<file path="config.mk">
export PLATFORM = sky130hd
export DESIGN_NAME = decode_issue_stage
export DESIGN_NICKNAME = d
export VERILOG_FILES = /design/src/rtl/decode_issue_stage.sv
export SDC_FILE = /design/constraint.sdc
export NUM_CORES = 1
export LEC_CHECK = 0
export CAP_MARGIN = 20
export CORE_MARGIN = 5
export CORE_UTILIZATION = 50
export DETAILED_ROUTE_END_ITERATION = 10
export PLACE_DENSITY = 0.87
export SLEW_MARGIN = 5
export SYNTH_ARGS = -nofsm -noshare
export SYNTH_HDL_FRONTEND = slang
export SYNTH_SLANG_ARGS = --single-unit
</file>
<file path="constraint.sdc">
create_clock -name clk -period 6.2 [get_ports clk]
set_input_delay 1.55 -clock clk [delete_from_list [all_inputs] [get_ports clk]]
set_output_delay 1.55 -clock clk [all_outputs]
set_load 0.01 [all_outputs]
</file>
<file path="src/rtl/decode_issue_stage.sv">
// Decode/issue stage: decodes ADD/SUB/NOP/illegal, reads operands with writeback bypass,
// tracks pending destinations in a scoreboard and holds one issued instruction toward execute.
module decode_issue_stage #(
  parameter int XLEN = 32,
  parameter int NREG = 32,
  parameter int AW   = 5,
  parameter int CW   = 16
) (
  input  logic            clk,
  input  logic            rst,
  input  logic            if_valid,
  input  logic [31:0]     if_inst,
  output logic            if_ready,
  output logic [AW-1:0]   rf_raddr1,
  output logic [AW-1:0]   rf_raddr2,
  input  logic [XLEN-1:0] rf_rdata1,
  input  logic [XLEN-1:0] rf_rdata2,
  input  logic            wb_valid,
  input  logic [AW-1:0]   wb_rd,
  input  logic [XLEN-1:0] wb_data,
  output logic            ex_valid,
  input  logic            ex_ready,
  output logic [1:0]      ex_op,
  output logic [AW-1:0]   ex_rd,
  output logic [XLEN-1:0] ex_opa,
  output logic [XLEN-1:0] ex_opb,
  output logic [CW-1:0]   illegal_cnt
);

  localparam logic [1:0] OP_ILLEGAL = 2'b11;

  logic [1:0]      w_op;
  logic [AW-1:0]   w_rs1;
  logic [AW-1:0]   w_rs2;
  logic [AW-1:0]   w_rd;
  logic            w_is_alu;
  logic            w_byp1;
  logic            w_byp2;
  logic            w_byp_rd;
  logic            w_hazard;
  logic            w_slot_free;
  logic            w_issue;
  logic            w_accept_illegal;
  logic [XLEN-1:0] w_opa;
  logic [XLEN-1:0] w_opb;
  logic            w_unused;

  logic [NREG-1:0] r_pending;
  logic            r_ex_valid;
  logic [1:0]      r_ex_op;
  logic [AW-1:0]   r_ex_rd;
  logic [XLEN-1:0] r_ex_opa;
  logic [XLEN-1:0] r_ex_opb;
  logic [CW-1:0]   r_illegal_cnt;

  assign w_op     = if_inst[31:30];
  assign w_rs1    = if_inst[29:25];
  assign w_rs2    = if_inst[24:20];
  assign w_rd     = if_inst[19:15];
  assign w_unused = ^if_inst[14:0];

  assign rf_raddr1 = w_rs1;
  assign rf_raddr2 = w_rs2;

  assign w_is_alu = (w_op[1] == 1'b0);

  // Register 0 is hardwired to zero, so it never bypasses and never hazards.
  assign w_byp1   = wb_valid && (wb_rd == w_rs1) && (w_rs1 != '0);
  assign w_byp2   = wb_valid && (wb_rd == w_rs2) && (w_rs2 != '0);
  assign w_byp_rd = wb_valid && (wb_rd == w_rd);

  always_comb begin
    w_opa = rf_rdata1;
    w_opb = rf_rdata2;
    if (w_rs1 == '0)  w_opa = '0;
    else if (w_byp1)  w_opa = wb_data;
    if (w_rs2 == '0)  w_opb = '0;
    else if (w_byp2)  w_opb = wb_data;
  end

  assign w_hazard = w_is_alu && (
                      ((w_rs1 != '0) && r_pending[w_rs1] && !w_byp1) ||
                      ((w_rs2 != '0) && r_pending[w_rs2] && !w_byp2) ||
                      ((w_rd  != '0) && r_pending[w_rd]  && !w_byp_rd));

  assign w_slot_free = !r_ex_valid || ex_ready;

  // NOPs and illegal words are always swallowed; only ALU ops wait on the slot or hazards.
  assign if_ready = w_is_alu ? (w_slot_free && !w_hazard) : 1'b1;

  assign w_issue          = if_valid && if_ready && w_is_alu;
  assign w_accept_illegal = if_valid && (w_op == OP_ILLEGAL);

  always_ff @(posedge clk or negedge rst) begin
    if (!rst) begin
      r_ex_valid <= 1'b0;
      r_ex_op    <= '0;
      r_ex_rd    <= '0;
      r_ex_opa   <= '0;
      r_ex_opb   <= '0;
    end else if (w_issue) begin
      r_ex_valid <= 1'b1;
      r_ex_op    <= w_op;
      r_ex_rd    <= w_rd;
      r_ex_opa   <= w_opa;
      r_ex_opb   <= w_opb;
    end else if (ex_ready) begin
      r_ex_valid <= 1'b0;
    end
  end

  // Set is written after clear so a same-cycle set on the same register wins.
  always_ff @(posedge clk or negedge rst) begin
    if (!rst) begin
      r_pending <= '0;
    end else begin
      if (wb_valid)
        r_pending[wb_rd] <= 1'b0;
      if (w_issue && (w_rd != '0))
        r_pending[w_rd] <= 1'b1;
    end
  end

  always_ff @(posedge clk or negedge rst) begin
    if (!rst)
      r_illegal_cnt <= '0;
    else if (w_accept_illegal && (r_illegal_cnt != '1))
      r_illegal_cnt <= r_illegal_cnt + CW'(1);
  end

  assign ex_valid    = r_ex_valid;
  assign ex_op       = r_ex_op;
  assign ex_rd       = r_ex_rd;
  assign ex_opa      = r_ex_opa;
  assign ex_opb      = r_ex_opb;
  assign illegal_cnt = r_illegal_cnt;

endmodule
</file>
==> metrics.txt, run 1 <==
status finished, final reports clean; clock sinks 120; vias 6,081; Tot GR Track Use 0.280; Leak 4.13 nW; cell area after synthesis 6940 µm²; Worst Clk Skew 10.0 ps; vias per std cell 6.08; Clock Tree Buf Depth 2; io pins 237; Worst setup EP type primary output; worst path arrival time 4300 ps; Sw Share 0.299; Req. time, crit path 4650 ps; Final Cycle Share 0.943; first-pass GRT wire length 35,500 µm; worst vdd ir 223 µV; Primary FF master, synth dfrtp_1; vias in the first global route 6,531; clock share of power 0.299; TritonCTS clock tree done; leading cell types in the layout, fill and taps excluded clkdlybuf4s50_1, dfrtp_1, mux2i_1; RSZ-0062 raised after global routing no; Reg area 3000 µm²; Mapped Nets 736; clock-pin slew on the worst setup and hold paths 60 ps; Critical Path Max Stage Delay 650 ps; detailed-routing iteration count for the pre-antenna-repair pass 5; routability cong. 1.01; R2R Setup Slk 3130 ps; Total Routed Length 22,900 µm; largest fanout on the critical path 10; Hold EP illegal_cnt[9]; FF-to-FF path depth 8; Post-synth ARST share 1.00; dpl ws 370 ps; Max-slew headroom 0.347; TritonCTS Buffers 17; final worst setup slack 353 ps; diodes inserted 0; Clock Tree Root clkbuf_16; crit path time final 5850 ps; Avg Cell Area, Syn 11.6 µm²; Post-DRT Antenna Nets 0; DR iter-0 viols 528; worst min path class flop to flop; Combinational Power Share 0.342; Sequential Power Share 0.358; layout cells sized above 1 0.189; area of the multi-input gates 3640 µm²; hold_buf cts 0; Reg-to-Reg Start r_pending[7]; Max Clk Rate 171 MHz; Post-synth EDFFs 0; # DRC 0; CP Cell Sequence clkdlybuf4s50_1, buf_4, mux2i_1, a211o_1, a221o_1, a21oi_1, o31ai_1, buf_4, a31o_2, clkdlybuf4s50_1; htree depth 4; Synth-to-Final Area Change 42.2%; die extent in y 128 µm; post-DP HPWL 16,200 µm; area of the core 13,700 µm²; number of synthesized register bits 120; die width 128 µm; Final nets 947; clk_lat worst skew 420 ps; Fin. Hold Viols 0; NetSw 0.000971 W; P_int 0.00227 W; Hold Path Depth 1; die area 16,300 µm²; sequential area share after synthesis 0.433; grt ovf 0; Slew Limit Fails 0; Core Rows 43; fillers 931; Starting Density 0.506; Resize count post-CTS 0; largest net degree at the start of global routing 76; worst-path cell with the longest stage delay clkdlybuf4s50_1; cells after synthesis 597; commonest non-fill, non-tap cell in the layout clkdlybuf4s50_1; initial antenna violation count 0; number of max-cap violations 0; min-delay src illegal_cnt[9]; Setup TNS Final 0 ps; WL/cell 22.9 µm; Yosys cell types 57; final setup vio count 0; Worst-Margin Slew 979 ps; Worst R2R End ex_opb[4]; CP Class primary input to primary output; PwrDens 329 nW/µm²; Ys Warns 0; Port Buf Inserts 221; Startpoint Class primary input; Setup Buffers After CTS 0
[flip-flops by register name, summed over array words and instances (netlist names)]
signal / cells
illegal_cnt: 16
ex_opa: 32
ex_opb: 32
ex_op: 2
r_pending: 32
ex_valid: 1
ex_rd: 5
[area by class of cell]
class	instances	share of cell area
well taps	180	0.0228
inverters	4	0.00152
flip-flops and latches	120	0.304
clock inverters	12	0.0128
multi-input cells	419	0.369
repair buffers	246	0.244
clock buffers	19	0.0449
[cell usage after synthesis (4+ instances only)]
cell,number,area [µm²]
dfrtp_1,120,3000
mux2i_1,54,541
nor2_1,40,150
mux2_4,37,556
mux2_2,36,405
a22o_1,33,289
o21ai_0,32,160
o31ai_1,32,240
clkbuf_1,24,90.1
nand3_1,18,90.1
xnor2_1,17,149
nand2_1,13,48.8
mux4_2,12,270
xor2_1,12,105
buf_2,10,50.1
buf_4,10,75.1
nor2b_1,9,56.3
nand3b_1,8,60.1
buf_6,7,78.8
nand2b_1,7,43.8
nand4_1,7,43.8
and3_1,5,31.3
or3b_2,5,43.8
inv_1,4,15.0
[worst max path at each step]
stage                            from        to  slack, ps
final                     if_inst[20]  if_ready        350
after global routing      if_inst[15]  if_ready        210
after CTS                 if_inst[15]  if_ready        350
after detailed placement  if_inst[15]  if_ready        370
after global placement    if_inst[15]  if_ready        370
after floorplan           if_inst[20]  if_ready       1590
[cells by family after synthesis]
| logic type | count (synthesis) | share of synthesized area |
|---|---|---|
| muxes | 139 | 0.255 |
| and+or+nand+nor | 132 | 0.103 |
| DFF | 120 | 0.433 |
| AOI/OAI and AO/OA | 118 | 0.124 |
| buffers and inverters | 58 | 0.0462 |
| xor gates and xnor gates | 29 | 0.0366 |
| adders and majority gates | 1 | 0.00180 |
[critical path: cells and delay by family]
family	cells	cell delay, ps
AO/OA/AOI/OAI	5	1030
multiplexers	1	100
buffers and inverters	4	1600
[power by group through the flow]
stage | combinational (W) | clock, W | sequential [W]
floorplan | 0.000414 | 0 | 0.00122
global placement | 0.00108 | 0 | 0.00114
detailed placement | 0.00110 | 0 | 0.00116
CTS | 0.00111 | 0.000978 | 0.00116
global route | 0.00117 | 0.00102 | 0.00119
finish | 0.00111 | 0.000971 | 0.00116
[per-stage QoR]
step	hold slack, ps	instance area (µm²)	instances	util	power, W
global placement	470	9290	969	0.677	0.00222
CTS	501	9860	1000	0.719	0.00325
global route	515	9860	1000	0.719	0.00338
detailed placement	488	9290	969	0.677	0.00226
floorplan	492	6940	597	-	0.00163
finish	495	9860	1000	0.719	0.00324
[per-layer routing]
layer | routed length [µm] | track usage | vias to the layer above
li1 | - | - | 2640
met1 | 8600 | 0.332 | 2954
met2 | 11100 | 0.461 | 397
met3 | 2150 | 0.0900 | 90
met4 | 981 | 0.134 | 0
met5 | 0 | 0 | -
(Power assumes the default switching activity.)
==> run 2: changes to the inputs <==
--- a/config.mk
+++ b/config.mk
@@ -10,6 +10,5 @@
 export CORE_UTILIZATION = 50
 export DETAILED_ROUTE_END_ITERATION = 10
-export PLACE_DENSITY = 0.87
-export SLEW_MARGIN = 5
+export PLACE_DENSITY_LB_ADDON = 0.2
 export SYNTH_ARGS = -nofsm -noshare
 export SYNTH_HDL_FRONTEND = slang
==> constraint.sdc (replaced) <==
create_clock -name clk -period 6.2 [get_ports clk]
set_input_delay 1.55 -clock clk [delete_from_list [all_inputs] [get_ports clk]]
set_output_delay 1.55 -clock clk [all_outputs]
set_load 0.02 [all_outputs]
==> run 2 against run 1 <==
Final area decreased by 0.46%. Worst hold slack got worse by 4.1 ps. Clock power decreased by 3.0%. Power increased by 2.6%. Clock skew increased by 3.5 ps. Wire length decreased by 8.7%. Die area unchanged. Core utilization decreased by 0.33 points. Non-clock buffer count decreased by 3. Sequential share of layout area increased by 0.14 points. Via count decreased by 3.3%. Global-route usage decreased by 2.4 points.
==> metrics.txt, run 2 (synthesis gave the netlist of run 1 again) <==
io pins 237 (unchanged); FF-to-FF path depth 8 (unchanged); hold_buf cts 0 (unchanged); Startpoint Class primary input (unchanged); Sw Share 0.322 (was 0.299); Clock Tree Root clkbuf_16 (unchanged); Sequential Power Share 0.347 (was 0.358); final worst setup slack 129 ps (was 353 ps); area of the multi-input gates 3640 µm² (unchanged); Setup TNS Final 0 ps (unchanged); Worst setup EP type primary output (unchanged); diodes inserted 0 (unchanged); Resize count post-CTS 0 (unchanged); TritonCTS clock tree done (unchanged); Post-DRT Antenna Nets 0 (unchanged); fillers 970 (was 931); CP Class primary input to primary output (unchanged); WL/cell 21.0 µm (was 22.9 µm); commonest non-fill, non-tap cell in the layout clkdlybuf4s50_1 (unchanged); clock-pin slew on the worst setup and hold paths 50 ps (was 60 ps); dpl ws 227 ps (was 370 ps); worst path arrival time 4520 ps (was 4300 ps); initial antenna violation count 0 (unchanged); Slew Limit Fails 0 (unchanged); Worst Clk Skew 13.5 ps (was 10.0 ps); Leak 4.11 nW (was 4.13 nW); number of max-cap violations 0 (unchanged); leading cell types in the layout, fill and taps excluded clkdlybuf4s50_1, dfrtp_1, mux2i_1 (unchanged); worst min path class flop to flop (unchanged); Core Util, Final 0.716 (was 0.719); P_int 0.00226 W (was 0.00227 W); grt ovf 0 (unchanged); Setup Buffers After CTS 0 (unchanged); NetSw 0.00107 W (was 0.000971 W); Synth-to-Final Area Change 41.6% (was 42.2%); Starting Density 0.506 (unchanged); Setup crit end if_ready (unchanged); Max-slew headroom 0.345 (was 0.347); final setup vio count 0 (unchanged); Req. time, crit path 4650 ps (about the same); PwrDens 339 nW/µm² (was 329 nW/µm²); detailed-routing iteration count for the pre-antenna-repair pass 7 (was 5); Tot GR Track Use 0.256 (was 0.280); Clock Tree Buf Depth 2 (unchanged); worst setup path startpoint if_inst[20] (unchanged); crit path time final 6070 ps (was 5850 ps); R2R Setup Slk 3170 ps (was 3130 ps); post-DP HPWL 15,000 µm (was 16,200 µm); vias per std cell 5.90 (was 6.08); Fin. Hold Viols 0 (unchanged); Total Routed Length 20,900 µm (was 22,900 µm); die width 128 µm (unchanged); RSZ-0062 raised after global routing no (unchanged); die area 16,300 µm² (unchanged); Worst-Margin Slew 983 ps (was 979 ps); largest net degree at the start of global routing 79 (was 76); Worst R2R End ex_opb[9] (was ex_opb[4]); clk_lat worst skew 410 ps (was 420 ps); Max Clk Rate 165 MHz (was 171 MHz); Final Cycle Share 0.979 (was 0.943); vias in the first global route 6,215 (was 6,531); clock sinks 120 (unchanged); largest fanout on the critical path 15 (was 10); first-pass GRT wire length 32,800 µm (was 35,500 µm); # DRC 0 (unchanged); die extent in y 128 µm (unchanged); htree depth 4 (unchanged); status finished, final reports clean (unchanged); Core Rows 43 (unchanged); area of the core 13,700 µm² (unchanged); routability cong. 0.986 (was 1.01); Final nets 944 (was 947); clock share of power 0.283 (was 0.299); Reg-to-Reg Start r_pending[19] (was r_pending[7]); Reg area 3000 µm² (unchanged); vias 5,878 (was 6,081); DR iter-0 viols 434 (was 528); worst vdd ir 227 µV (was 223 µV); Combinational Power Share 0.370 (was 0.342); layout cells sized above 1 0.185 (was 0.189); Port Buf Inserts 221 (unchanged); TritonCTS Buffers 17 (unchanged)
[run 2: cell count changes in the layout (fill, tap and decap cells not counted)]
cell      before  now
buf_12         1    0
inv_6          2    1
clkbuf_8       1    0
clkinv_4       1    3
buf_4         25   23
clkinv_2       5    4
[run 2: worst max-delay path, stage by stage]
cell	delay, ps
clkdlybuf4s50_1	570
buf_4	300
mux2i_1	260
a22oi_1	130
o2111ai_1	120
o41ai_1	100
o31ai_1	590
a31o_2	260
clkdlybuf4s50_1	630
[run 2: worst min-delay path by stage]
stage	startpoint	end	slack [ps]	cells after the start
after CTS	ex_op[1]	ex_op[1]	500	1
after detailed placement	ex_op[1]	ex_op[1]	480	1
after global placement	ex_op[1]	ex_op[1]	470	1
after floorplan	r_pending[0]	r_pending[0]	490	1
final	ex_op[1]	ex_op[1]	490	1
after global routing	ex_opa[13]	ex_opa[13]	520	1
[run 2: power groups by stage]
stage / logic [W] / registers (W) / clock network (W)
2_1_floorplan: 0.000417 / 0.00136 / 0
3_3_place_gp: 0.00122 / 0.00115 / 0
3_5_place_dp: 0.00123 / 0.00116 / 0
4_1_cts: 0.00124 / 0.00115 / 0.000956
5_1_grt: 0.00130 / 0.00118 / 0.000991
6_report: 0.00123 / 0.00115 / 0.000942
[run 2: per-layer routing]
layer	track usage	wire (µm)
met3	0.0900	2040
met1	0.318	8110
met2	0.411	10100
met4	0.0961	619
met5	0	0
[run 2: cell type report]
cell class / count / share of cell area
clock inverter: 12 / 0.0133
tap: 180 / 0.0229
timing repair buffer: 243 / 0.242
sequential: 120 / 0.306
multi-input combinational: 419 / 0.371
clock buffer: 18 / 0.0437
inverter: 4 / 0.00153
[run 2: per-stage QoR]
| stage | total power (W) | area [µm²] | instances | hold slack [ps] |
|---|---|---|---|---|
| 6_report | 0.00333 | 9820 | 996 | 491 |
| 5_1_grt | 0.00347 | 9820 | 996 | 519 |
| 4_1_cts | 0.00335 | 9820 | 996 | 496 |
| 3_5_place_dp | 0.00239 | 9260 | 966 | 478 |
| 3_3_place_gp | 0.00237 | 9260 | 966 | 471 |
| 2_1_floorplan | 0.00178 | 6940 | 597 | 492 |
